[src/rtl/sram_rr_arbiter.sv]
// -----------------------------------------------------------------------------
// sram_rr_arbiter
//
// Round-robin arbiter that lets NUM_REQ requesters share one single-port SRAM.
// Each requester offers a request on a valid/ready channel. Exactly one request
// (or none) is granted per cycle and driven straight onto the SRAM pins.
//
// A write grant is always followed by one idle SRAM cycle, which gives the
// macro its write-to-read turnaround. Reads can issue back to back. Read data
// returns one cycle after the grant and is tagged with a one-hot rsp_valid.
//
// Ports
//   clk, rst     clock; synchronous active-high reset
//   req_valid    per-requester request valid
//   req_wen      per-requester op (1 = write, 0 = read)
//   req_addr     packed addresses; requester i at [i*AW +: AW]
//   req_wdata    packed write data; requester i at [i*WIDTH +: WIDTH]
//   req_ready    one-hot grant (or zero); combinational
//   rsp_valid    one-hot read-data valid, one cycle after the read grant
//   rsp_data     read data (mem_q passed through)
//   mem_ren/wen  SRAM read / write enables (never both high)
//   mem_addr     SRAM address (0 when idle)
//   mem_d        SRAM write data (0 when not writing)
//   mem_q        SRAM read data
// -----------------------------------------------------------------------------
module sram_rr_arbiter #(
    parameter int NUM_REQ = 2,
    parameter int WIDTH   = 32,
    parameter int DEPTH   = 32,
    localparam int AW     = $clog2(DEPTH),
    localparam int PW     = (NUM_REQ > 1) ? $clog2(NUM_REQ) : 1
) (
    input  logic                     clk,
    input  logic                     rst,
    input  logic [NUM_REQ-1:0]       req_valid,
    input  logic [NUM_REQ-1:0]       req_wen,
    input  logic [NUM_REQ*AW-1:0]    req_addr,
    input  logic [NUM_REQ*WIDTH-1:0] req_wdata,
    output logic [NUM_REQ-1:0]       req_ready,
    output logic [NUM_REQ-1:0]       rsp_valid,
    output logic [WIDTH-1:0]         rsp_data,
    output logic                     mem_ren,
    output logic                     mem_wen,
    output logic [AW-1:0]            mem_addr,
    output logic [WIDTH-1:0]         mem_d,
    input  logic [WIDTH-1:0]         mem_q
);

    // Unpacked views of the packed request buses.
    logic [AW-1:0]    addr_arr  [NUM_REQ];
    logic [WIDTH-1:0] wdata_arr [NUM_REQ];

    generate
        for (genvar gi = 0; gi < NUM_REQ; gi++) begin : g_unpack
            assign addr_arr[gi]  = req_addr[gi*AW +: AW];
            assign wdata_arr[gi] = req_wdata[gi*WIDTH +: WIDTH];
        end
    endgenerate

    // State
    logic [PW-1:0]      prio_q, prio_d;
    logic               wr_bubble_q, wr_bubble_d;
    logic [NUM_REQ-1:0] rd_pending_q, rd_pending_d;

    // Grant selection
    logic               gnt_found;
    logic [PW-1:0]      gnt_idx;
    logic [NUM_REQ-1:0] gnt_onehot;
    logic [PW-1:0]      cand;

    // Scan from prio upward with wrap. The first valid requester wins.
    // Nothing is granted while in reset or during the post-write bubble.
    always_comb begin
        gnt_found = 1'b0;
        gnt_idx   = '0;
        cand      = '0;
        for (int k = 0; k < NUM_REQ; k++) begin
            cand = PW'((int'(prio_q) + k) % NUM_REQ);
            if (!gnt_found && req_valid[cand]) begin
                gnt_found = 1'b1;
                gnt_idx   = cand;
            end
        end
        if (rst || wr_bubble_q) begin
            gnt_found = 1'b0;
            gnt_idx   = '0;
        end
    end

    always_comb begin
        gnt_onehot = '0;
        if (gnt_found) begin
            gnt_onehot[gnt_idx] = 1'b1;
        end
    end

    // SRAM drive. ren and wen come from the single granted op, so they are
    // mutually exclusive by construction.
    always_comb begin
        mem_wen  = gnt_found & req_wen[gnt_idx];
        mem_ren  = gnt_found & ~req_wen[gnt_idx];
        mem_addr = gnt_found ? addr_arr[gnt_idx] : '0;
        mem_d    = (gnt_found && req_wen[gnt_idx]) ? wdata_arr[gnt_idx] : '0;
    end

    assign req_ready = gnt_onehot;
    assign rsp_valid = rd_pending_q;
    assign rsp_data  = mem_q;

    // Next-state logic
    always_comb begin
        prio_d       = prio_q;
        wr_bubble_d  = 1'b0;
        rd_pending_d = '0;
        if (gnt_found) begin
            if (int'(gnt_idx) == NUM_REQ - 1) begin
                prio_d = '0;
            end else begin
                prio_d = gnt_idx + PW'(1);
            end
            wr_bubble_d = req_wen[gnt_idx];
            if (!req_wen[gnt_idx]) begin
                rd_pending_d = gnt_onehot;
            end
        end
    end

    // rd_pending_q is still visible during the first reset cycle, so a
    // response already in flight is delivered before the clear takes effect.
    always_ff @(posedge clk) begin
        if (rst) begin
            prio_q       <= '0;
            wr_bubble_q  <= 1'b0;
            rd_pending_q <= '0;
        end else begin
            prio_q       <= prio_d;
            wr_bubble_q  <= wr_bubble_d;
            rd_pending_q <= rd_pending_d;
        end
    end

endmodule

[config.mk]
export PLATFORM = sky130hd
export DESIGN_NAME = sram_rr_arbiter
export DESIGN_NICKNAME = d
export VERILOG_FILES = /design/src/rtl/sram_rr_arbiter.sv
export SDC_FILE = /design/constraint.sdc
export NUM_CORES = 1
export LEC_CHECK = 0
export ABC_AREA = 1
export ABC_CLOCK_PERIOD_IN_PS = 1450
export CORE_ASPECT_RATIO = 0.9
export CORE_MARGIN = 2
export CORE_UTILIZATION = 25
export CTS_BUF_LIST = sky130_fd_sc_hd__clkbuf_8
export CTS_CLUSTER_SIZE = 30
export DETAILED_ROUTE_END_ITERATION = 10
export PLACE_DENSITY = 0.82
export SLEW_MARGIN = 10
export SYNTH_ARGS = -nofsm -noshare
export SYNTH_HDL_FRONTEND = slang
export SYNTH_SLANG_ARGS = --single-unit
[constraint.sdc]
create_clock -name clk -period 1.45 [get_ports clk]
set_input_delay 0.145 -clock clk [delete_from_list [all_inputs] [get_ports clk]]
set_output_delay 0.145 -clock clk [all_outputs]
set_load 0.005 [all_outputs]
Yosys cells after proc, flatten, opt, wreduce, memory -nomap -nowiden:

Cells that the tools add are included.

* add/sub/neg operators: 2
* $lt $le $gt $ge: 5
* mux-type cells: 24
* bitwise operators: 5
* reduce and logical (&&, ||, !) cells: 7

Operators with widths (number)
* 32-bit two-way mux: 4
* 5-bit two-way mux: 4
* 1-bit two-way mux: 14
* 1-bit by 2-bit less-than comparator with 1-bit output, second input constant: 3
* 1-bit logical AND: 3
* 3-bit OR reduction: 1
* 1-bit adder, second input constant: 2
* 1-bit bitwise AND: 2
* 2-bit greater-or-equal comparator, second input constant: 1
* 2-bit two-way mux: 1
* 1-bit inverter: 2
* 1-bit inverter with 2-bit output: 1
* 2-bit OR reduction: 1
* 1-bit demux with 1-bit select: 1
* 1-bit greater-or-equal comparator, second input constant: 1
* 1-bit zero test: 1
* 1-bit logical OR: 1

* flip-flop bits (word level): 4
* bits of input ports: 112
* output and inout bits: 75
* word-level logic and storage cells: 46

Depth between registers and ports, before layout:

Gate-level depths: netlist of the first run.

* word-level depth: 12
* depth in mapped cells: 8

Worst setup path after synthesis of the first run:

No wires, ideal clock.

* path type: register -> output
* start: reg wr_bubble_q
* end: out mem_d[10]
* arrival: 1.077 ns
* data required time: 1.305 ns
* setup slack: 0.228 ns
* stages on the path, launching flop included: 7
* cells stage by stage: dfxtp_1 > nor2_4 > nand3_4 > nand2_1 > nand3_4 > buf_6 > nor2_2

* cells in the longest elaborated chain, start to end: 7

Ends and longest elaborated chain
* from (decl): RTL line 62 `logic wr_bubble_q, wr_bubble_d;`
* from (signal assigned): RTL line 137 `wr_bubble_q <= wr_bubble_d;`
* 1-bit logical OR *: RTL line 84 `if (rst || wr_bubble_q) begin`
* 1-bit two-way mux: RTL line 84
* 1-bit inverter with 2-bit output (not written as such): RTL line 103 `mem_d = (gnt_found && req_wen[gnt_idx]) ? wdata_arr[gnt_idx] : '0;`
* 32-bit two-way mux (not written as such) (3 in a row): RTL line 103
* 32-bit two-way mux *: RTL line 103
* to (decl): RTL line 45 `output logic [WIDTH-1:0] mem_d,`

Mark *: on every way between the ends. The rest lies on a longest branch, timed or not. The select of a mux whose other input is x is not followed.

Worst setup path in the final report of the first run:

Same ends and word-level chain as after synthesis.

==> impl_metrics.env, run 1 <==
export IMPL_switchingPower_mw=0.435
export IMPL_grt_util_met2=0.362
export IMPL_p_leak_nw=1.57
export IMPL_p_seq_frac=0.096
export IMPL_grt_pass1_wl_mm=8.31
export IMPL_drtIter0Drc=81
export IMPL_start_kind="flop"
export IMPL_power_frac_clock=0.180
export IMPL_status="complete, but fails checks"
export IMPL_cts_tree="built"
export IMPL_dpl_hpwl_mm=3.76
export IMPL_grt_setup_unrepaired="true"
export IMPL_maxSlewViolCount=0
export IMPL_synth_top_flop_cell="dfxtp_1"
export IMPL_synth_cell_types=16
export IMPL_timing_rr_start="wr_bubble_q"
export IMPL_grt_max_degree=20
export IMPL_intPower_mw=0.833
export IMPL_synthToLayoutAreaGrowth_pct=121
export IMPL_pre_cts_ws_ns=-0.620
export IMPL_synth_area_um2=1350
export IMPL_clkTransAtPathRegs_ns=0.03
export IMPL_vias=1997
export IMPL_postSynthCellCount=249
export IMPL_cp_required_ns=1.31
export IMPL_avgSynthCellArea_um2=5.43
export IMPL_viasPerCell=4.54
export IMPL_fin_crit_ns=1.75
export IMPL_fin_crit_sh=1.20
export IMPL_start_util=0.259
export IMPL_critPathMaxStageDelay_ns=0.31
export IMPL_slew_headroom=0.815
export IMPL_clk_path_buf_depth=2
export IMPL_htreeDepth=1
export IMPL_worst_path_max_delay_cell="dfxtp_2"
export IMPL_hold_start="mem_q[11]"
export IMPL_maxCapViolCount=0
export IMPL_fp_dieH_um=73.7
export IMPL_gp_congestion=0.674
export IMPL_worstMarginPinSlew_ns=0.277
export IMPL_hold_depth=0
export IMPL_top_usage_layer="met2"
export IMPL_syn_num_nets=361
export IMPL_r2r_end="wr_bubble_q"
export IMPL_arrival_ns=1.60
export IMPL_hold_end="rsp_data[11]"
export IMPL_cellPowerDensity_nw_per_um2=425
export IMPL_ys_seq_elements=4
export IMPL_grt_util_met3=0.0418
export IMPL_finalNetCount=487
export IMPL_worstRegToRegCells=7
export IMPL_overflow=0
export IMPL_end_kind="output port"
export IMPL_switching_share=0.343
export IMPL_max_freq_ghz=0.572
export IMPL_grt_usage=0.178
export IMPL_synth_edf_count=0
export IMPL_seq_area_frac_synth=0.0593
export IMPL_async_flop_share=0
export IMPL_final_hold_viol_count=0
export IMPL_cts_sinks=4
export IMPL_die_w_um=81.5
export IMPL_comb_power_share=0.724
export IMPL_path_cells="nor2_4 > nand3_4 > nand2_4 > nand3_4 > buf_6 > buf_12 > buf_6 > nor2_4 > buf_2"
export IMPL_grt_pass1_vias=1864
export IMPL_path_class="flop to output port"
export IMPL_finalPower_mw=1.27
export IMPL_setup_slack_ns=-0.297
export IMPL_ios=187
export IMPL_gr_usage_met1=0.176
export IMPL_ir_drop_v=0.000275
export IMPL_skew_ns=0.00242
export IMPL_clk_latency_ns=0.21
export IMPL_cts_made_buffers=3
export IMPL_dr_pass1_iters=4
export IMPL_cp_max_fo=5
export IMPL_die_area_um2=6010
export IMPL_ctsHoldBuffers=0
export IMPL_fillers=489
export IMPL_violations="negative setup slack"
export IMPL_placementRows=25
export IMPL_setup_violations=40
export IMPL_wl_per_cell_um=13.8
export IMPL_r2r_setup_slack_ns=0.08
export IMPL_drive_above_1_share=0.408
export IMPL_post_route_drc_count=0
export IMPL_diodes=0
export IMPL_yosysWarnings=0
export IMPL_clockRootBuffer="clkbuf_8"
export IMPL_coreArea_um2=5220
export IMPL_io_buffers=122
export IMPL_wl_mm=6.08
export IMPL_antenna_found_initial=0
export IMPL_holdCritPathClass="input port to output port"
export IMPL_antenna_left=0
==> what timing repair did <==
item,4_1_cts,5_1_grt
setup endpoints to repair,41,42
gates resized for setup,182,66
setup buffers,21,12
pin swaps,6,17
cloned,4,4
==> synth_stat cells, types with 2 or more instances <==
| library cell | number | area share |
|---|---|---|
| nand4_1 | 33 | 0.15 |
| buf_4 | 33 | 0.18 |
| nor2_2 | 28 | 0.13 |
| a21oi_1 | 2 | 0.0074 |
| inv_2 | 2 | 0.0056 |
| dfxtp_1 | 4 | 0.059 |
| buf_6 | 3 | 0.025 |
| buf_2 | 9 | 0.033 |
| nand3_4 | 2 | 0.026 |
| nand2_1 | 83 | 0.23 |
| clkbuf_1 | 3 | 0.0083 |
| inv_1 | 39 | 0.11 |
| nor2_1 | 5 | 0.014 |
==> worst max-delay path by stage <==
stage	start	slack, ns	to
3_3_place_gp	rst	-0.58	mem_d[7]
5_1_grt	wr_bubble_q	-0.38	mem_d[10]
6_report	wr_bubble_q	-0.30	mem_d[10]
2_1_floorplan	wr_bubble_q	0.23	mem_d[10]
3_5_place_dp	rst	-0.62	mem_d[21]
4_1_cts	wr_bubble_q	-0.40	mem_d[13]
==> placed cells by master (no fill, tap or decap) <==
master,n
dfxtp_1,2
inv_4,1
a21oi_1,1
a21oi_2,1
inv_1,27
buf_8,5
inv_2,12
nor2_1,5
clkdlybuf4s15_1,1
nor2_2,18
buf_16,3
buf_12,8
clkbuf_2,8
clkbuf_8,3
buf_2,29
buf_6,17
buf_4,11
nand2_2,10
clkdlybuf4s50_1,78
nand2_1,69
inv_8,1
clkbuf_16,4
nand4_1,33
o21ai_2,1
nand2_4,5
nand3_4,2
nor2_4,11
dlygate4sd2_1,5
dfxtp_2,2
==> power by group through the flow <==
stage / clock network, mW / registers [mW] / logic (mW)
2_1_floorplan: 0 / 0.122 / 0.348
3_3_place_gp: 0 / 0.122 / 0.668
3_5_place_dp: 0 / 0.122 / 0.681
4_1_cts: 0.237 / 0.121 / 0.805
5_1_grt: 0.246 / 0.122 / 0.989
6_report: 0.229 / 0.121 / 0.918
==> cell type report <==
class / count / area, um2 / area share
clock buffers: 3 / 41.3 / 0.0139
inverters: 41 / 164 / 0.0550
multi-input cells: 156 / 897 / 0.301
flip-flops and latches: 4 / 82.6 / 0.0277
well taps: 67 / 83.8 / 0.0281
repair buffers: 169 / 1710 / 0.574
==> metal layers <==
metal  routed length (um)  up-vias
met5                    0        -
met4                   63        0
met3                  589       10
met2                 3250      106
met1                 2180      897
li1                     -      984
==> state kept, by name, summed over array words and instances (netlist names) <==
signal	cells
prio_q	1
wr_bubble_q	1
rsp_valid	2
==> critical path, delay by kind of cell (launching register included) <==
family	cells	cell delay [ns]
AND/OR/NAND/NOR	5	0.57
buffers and inverters	4	0.51
flip-flops	1	0.31
==> cells by family (layout without fill, tap and decap cells) <==
logic type	count (synthesis)	in the layout	share of synthesized area
and+or+nand+nor	153	153	0.566
buffers and inverters	89	213	0.364
DFF	4	4	0.0593
AOI/OAI and AO/OA	3	3	0.0111
==> metrics by stage <==
step	utilization	std cells	area [um2]	hold slack (ns)	TNS, ns
floorplan	-	249	1350	0.214	0
global placement	0.467	403	2440	0.290	-22.20
detailed placement	0.467	403	2440	0.290	-24.14
CTS	0.528	430	2760	0.290	-8.28
global route	0.571	440	2980	0.290	-11.89
finish	0.571	440	2980	0.290	-8.55
(Power assumes the default switching activity.)
==> run 2, diff against run 1 <==
CAP_MARGIN = 10   (was default)
HOLD_SLACK_MARGIN = 0.06   (was default)
==> results of run 2 <==
The final DEF is identical to that of run 1; final timing and power are the same.
